$ cat src/rtl/sa_pkg.sv
// Shared types and widths for the systolic-array tile sequencer and core.
package sa_pkg;

    localparam int ROWS_DEF = 8;
    localparam int OPW      = 8;
    localparam int ACCW     = 32;

    typedef enum logic [2:0] {
        S_IDLE   = 3'd0,
        S_FETCH  = 3'd1,
        S_STREAM = 3'd2,
        S_FLUSH  = 3'd3,
        S_DRAIN  = 3'd4,
        S_DONE   = 3'd5
    } seq_state_t;

endpackage

$ cat src/rtl/sa_seq_counter.sv
// Loadable down-counter with a zero flag; times the stream, flush
// and drain phases of a tile.
module sa_seq_counter #(
    parameter int W = 8
) (
    input  logic         clk,
    input  logic         rstn,
    input  logic         load_i,
    input  logic [W-1:0] load_val_i,
    input  logic         dec_i,
    output logic         zero_o
);

    logic [W-1:0] cnt_q;
    logic [W-1:0] cnt_d;

    always_comb begin
        cnt_d = cnt_q;
        if (load_i) begin
            cnt_d = load_val_i;
        end else if (dec_i && cnt_q != '0) begin
            cnt_d = cnt_q - W'(1);
        end
    end

    always_ff @(posedge clk) begin
        if (!rstn) begin
            cnt_q <= '0;
        end else begin
            cnt_q <= cnt_d;
        end
    end

    assign zero_o = (cnt_q == '0);

endmodule

$ cat src/rtl/sa_tile_sequencer.sv
// Streams one tile of operands into the systolic core, waits out the
// array skew and drains the ROWS result beats to a ready/valid consumer.
module sa_tile_sequencer
    import sa_pkg::*;
#(
    parameter int ROWS = ROWS_DEF,
    parameter int KMAX = 256,
    parameter int AW   = $clog2(KMAX),
    parameter int KW   = $clog2(KMAX + 1)
) (
    input  logic                 clk,
    input  logic                 rstn,
    input  logic                 start,
    input  logic                 abort,
    input  logic [KW-1:0]        k_len,
    output logic                 busy,
    output logic                 done,
    output logic                 buf_ren,
    output logic [AW-1:0]        buf_raddr,
    input  logic [ROWS*OPW-1:0]  buf_a_rdata,
    input  logic [ROWS*OPW-1:0]  buf_w_rdata,
    output logic [ROWS*OPW-1:0]  core_ain,
    output logic [ROWS*OPW-1:0]  core_win,
    output logic                 core_inpvalid,
    output logic                 core_outread,
    input  logic [ROWS*ACCW-1:0] core_rout,
    input  logic [ROWS-1:0]      core_rvalid,
    output logic                 res_valid,
    input  logic                 res_ready,
    output logic [ROWS*ACCW-1:0] res_data
);

    localparam int FW = $clog2(2 * ROWS);
    localparam int BW = $clog2(ROWS + 1);

    seq_state_t    state_q;
    seq_state_t    state_d;
    logic [AW-1:0] addr_q;
    logic [AW-1:0] addr_d;
    logic [KW-1:0] k_eff;
    logic          start_acc;
    logic          str_zero;
    logic          fl_zero;
    logic          bt_zero;

    assign k_eff     = (k_len > KW'(KMAX)) ? KW'(KMAX) : k_len;
    assign start_acc = (state_q == S_IDLE) && start && !abort;

    // All three phase counters are armed together when a tile is accepted.
    sa_seq_counter #(.W(KW)) u_stream (
        .clk       (clk),
        .rstn      (rstn),
        .load_i    (start_acc),
        .load_val_i(k_eff - KW'(1)),
        .dec_i     (state_q == S_STREAM),
        .zero_o    (str_zero)
    );

    sa_seq_counter #(.W(FW)) u_flush (
        .clk       (clk),
        .rstn      (rstn),
        .load_i    (start_acc),
        .load_val_i(FW'(2 * ROWS - 2)),
        .dec_i     (state_q == S_FLUSH),
        .zero_o    (fl_zero)
    );

    sa_seq_counter #(.W(BW)) u_beat (
        .clk       (clk),
        .rstn      (rstn),
        .load_i    (start_acc),
        .load_val_i(BW'(ROWS - 1)),
        .dec_i     (core_outread),
        .zero_o    (bt_zero)
    );

    always_comb begin
        state_d = state_q;
        unique case (state_q)
            S_IDLE: begin
                if (start_acc) begin
                    state_d = (k_eff == '0) ? S_DONE : S_FETCH;
                end
            end
            S_FETCH:  state_d = S_STREAM;
            S_STREAM: if (str_zero) state_d = S_FLUSH;
            S_FLUSH:  if (fl_zero) state_d = S_DRAIN;
            S_DRAIN:  if (core_outread && bt_zero) state_d = S_DONE;
            S_DONE:   state_d = S_IDLE;
            default:  state_d = S_IDLE;
        endcase
        if (abort) begin
            state_d = S_IDLE;
        end
    end

    always_comb begin
        addr_d = addr_q;
        if (start_acc) begin
            addr_d = '0;
        end else if (buf_ren) begin
            addr_d = addr_q + AW'(1);
        end
    end

    always_ff @(posedge clk) begin
        if (!rstn) begin
            state_q <= S_IDLE;
            addr_q  <= '0;
        end else begin
            state_q <= state_d;
            addr_q  <= addr_d;
        end
    end

    assign busy          = (state_q != S_IDLE);
    assign done          = (state_q == S_DONE);
    assign buf_ren       = (state_q == S_FETCH) ||
                           ((state_q == S_STREAM) && !str_zero);
    assign buf_raddr     = buf_ren ? addr_q : '0;
    assign core_inpvalid = (state_q == S_STREAM);
    assign core_ain      = core_inpvalid ? buf_a_rdata : '0;
    assign core_win      = core_inpvalid ? buf_w_rdata : '0;
    assign res_valid     = (state_q == S_DRAIN) && (core_rvalid != '0);
    assign core_outread  = res_valid && res_ready;
    assign res_data      = core_rout;

endmodule

$ cat config.mk
export PLATFORM = sky130hd
export DESIGN_NAME = sa_tile_sequencer
export DESIGN_NICKNAME = d
export VERILOG_FILES = /design/src/rtl/sa_pkg.sv /design/src/rtl/sa_seq_counter.sv /design/src/rtl/sa_tile_sequencer.sv
export SDC_FILE = /design/constraint.sdc
export NUM_CORES = 1
export LEC_CHECK = 0
export CORE_AREA = 8 8 309 311
export DETAILED_ROUTE_END_ITERATION = 10
export DIE_AREA = 0 0 317 319
export SKIP_LAST_GASP = 1
export SLEW_MARGIN = 20
export SYNTH_ARGS = -nofsm -noshare
export SYNTH_HDL_FRONTEND = slang
export SYNTH_SLANG_ARGS = --single-unit
$ cat constraint.sdc
create_clock -name clk -period 2.6 [get_ports clk]
set_input_delay 0.26 -clock clk [delete_from_list [all_inputs] [get_ports clk]]
set_output_delay 0.26 -clock clk [all_outputs]
set_load 0.01 [all_outputs]
==> impl_metrics.yaml <==
floorplanning:
  die_h_um: 319
  die_area_um2: 101000
  coreArea_um2: 90700
  num_rows: 111
  die_w_um: 317
  pin_count: 804
  initial_utilization: 0.0509
routing:
  ant_nets: 0
  post_drt_via_cell_ratio: 2.66
  drtPass1Iterations: 4
  drc: 0
  drtIter0Drc: 351
  wire_per_inst_um: 27.5
  via_count: 5003
  routed_wl_mm: 51.9
clock_tree:
  cts.sinks: 28
  root_buffer: "clkbuf_16"
  clk_latency_ns: 0.27
  htreeDepth: 1
  cts_buffers: 3
  clkSlewWorstSetupHoldPaths_ns: 0.07
  clock_path_buffers: 2
  cts_tree: "done"
place:
  place_area_um2: 7130
  dpl.hpwl_mm: 46.9
  place_ws_ns: 0.0789
  gp_congestion: 0.814
  numPortBuffers: 291
  place_inst: 1853
power:
  power.density_nw_per_um2: 208
  peakVddDrop_v: 0.000160
  finalPower_mw: 1.53
  leakage_nw: 2.80
worst_setup_path:
  crit_required_ns: 2.34
  r2r_start: "state_q[0]"
  worstPathArrival_ns: 2.30
  cp-startpoint: "u_stream.cnt_q[5]"
  ff2ff_path_depth: 6
  rr_endpoint: "u_stream.cnt_q[3]"
  cp_slowest_cell: "or4_4"
  crit_chain: "or4_4 > buf_4 > or4b_4 > and3_1 > dlygate4sd2_1"
  crit_type: "flip-flop to output pin"
  endpoint: "buf_raddr[2]"
  cp-start-kind: "flip-flop"
  r2r_slack_ns: 0.30
  worst_path_largest_cell_delay_ns: 0.57
  critPathMaxFanout: 4
  end_kind: "output pin"
timing:
  fin_skew_ns: 0.00516
  period_needed_ns: 2.56
  finalCritPeriodShare: 0.986
  setup_violations: 0
  setup_ws_ns: 0.0355
  relSlewSlack: 0.589
  fmax_ghz: 0.390
  whs_ns: 0.492
  hold_violations: 0
  tightest_slew_ns: 0.616
  rsz0062_at_grt: "yes"
  finalMaxSlewViolations: 0
yosys:
  seq_area_frac_synth: 0.121
  ys.flop_type: "dfxtp_1"
  async_reset_ff_frac: 0
  synth_cells: 649
  ys_warn_count: 0
  synth.avg_cell_area_um2: 7.12
  syn_nets: 1059
  ys_ff_latch: 28
  synth_cell_type_count: 50
  synth_edf_count: 0
  syn_area_um2: 4620
grt:
  grt_pass1_vias: 5017
  antenna_found_initial: 53
  grt_max_degree: 131
  gr-total-overflow: 0
  grt_pass1_wl_mm: 62.0
  grt_usage: 0.0952
cells_and_area:
  nNetsFinal: 1088
  area_growth_pct: 59.1
  layout-drive-gt1-share: 0.0650
  stdcell_area_um2: 7350
  mostFrequentLayoutCell: "clkdlybuf4s50_1"
  final_cell_mix: "277 x clkdlybuf4s50_1, 141 x and3_1, 27 x dfxtp_1, 25 x buf_4, 24 x nor2_1"
  fin_cells: 1884
min_path:
  holdPathStages: 2
  hold_path.class: "flip-flop to flip-flop"
job:
  maxCapViolCount: 0
status:
  status: "completed"
-- cell usage after synthesis (2+ instances only) --
cell type    n  area, µm²
buf_4      256       1920
and3_1     141        882
clkbuf_1    32        120
dfxtp_1     28        561
nor2_1      26       97.6
a21oi_1     19       95.1
o21ai_0     16       80.1
nand2_1     15       56.3
inv_1       13       48.8
nand3_1     11       55.1
nor3_1       9       45.0
xor2_1       7       61.3
a31oi_1      6       37.5
or3_1        6       37.5
buf_2        4       20.0
ha_1         4       50.1
or4_1        4       30.0
xnor2_1      4       35.0
a211oi_1     3       22.5
nand2b_1     3       18.8
o211a_1      3       30.0
o21a_1       3       22.5
o31ai_1      3       22.5
a2111oi_0    2       17.5
a221oi_1     2       17.5
nand4_1      2       12.5
nor3b_1      2       15.0
o22ai_1      2       12.5
o31a_1       2       17.5
-- final cells by class --
class / count / area (µm²)
well taps: 1186 / 1480
multi-input cells: 315 / 1970
flip-flops and latches: 28 / 564
fillers: 10600 / 83300
inverters: 14 / 52.6
diodes: 21 / 52.6
clock buffers: 4 / 88.8
repair buffers: 316 / 3140
-- how the worst min path moves through the flow --
stage / startpoint / end / slack (ns)
CTS: addr_q[7] / addr_q[7] / 0.49
floorplan: rstn / u_beat.cnt_q[1] / 0.38
global placement: addr_q[7] / addr_q[7] / 0.48
detailed placement: addr_q[7] / addr_q[7] / 0.48
finish: addr_q[7] / addr_q[7] / 0.49
global route: core_rout[134] / res_data[134] / 0.52
-- report_power, final --
group / switching, mW / leakage [nW] / internal, mW / total, mW
logic: 0.280 / 2.52 / 0.373 / 0.653
clock network: 0.158 / 0.0443 / 0.236 / 0.395
registers: 0.0277 / 0.229 / 0.451 / 0.479
-- registers in the layout, indices dropped and copies added (netlist names) --
name            count
u_flush.cnt_q       4
addr_q              8
u_stream.cnt_q      9
state_q             3
u_beat.cnt_q        4
-- cell families (layout without fill, tap and decap cells) --
kind of cell | Yosys count | in the layout | share of synthesized area
simple gates | 231 | 232 | 0.293
fa+ha+maj | 4 | 4 | 0.0108
buf+inv | 307 | 334 | 0.460
compound gates | 68 | 68 | 0.0940
other cells | 0 | 21 | 0
xor+xnor | 11 | 11 | 0.0209
flops | 28 | 28 | 0.121
-- worst max-delay path, delay by kind of cell, from the launching register on --
kind	cells	cell delay, ns
buf+inv	2	0.45
flops	1	0.35
simple gates	3	1.23
-- repair_timing --
action	in CTS	in global routing
cloned	1	1
pin swaps	1	3
buffers inserted	1	3
resized for setup	10	4
setup endpoints to repair	9	7
hold buffers	0	0
-- stage by stage --
stage | utilization | TNS [ns]
after global placement | 0.0787 | 0
final | 0.0810 | 0
after detailed placement | 0.0787 | 0
after CTS | 0.0798 | -0.112
after floorplan | - | 0
after global routing | 0.0804 | -0.00344
-- metal layers --
layer,global-route usage,vias up,part of all wire
met5,0.00677,-,0.0069
met4,0.0182,46,0.026
met3,0.138,118,0.29
met2,0.131,677,0.38
met1,0.0770,2116,0.29
li1,-,2046,-
Note: power is estimated with default switching activity, not from simulation.
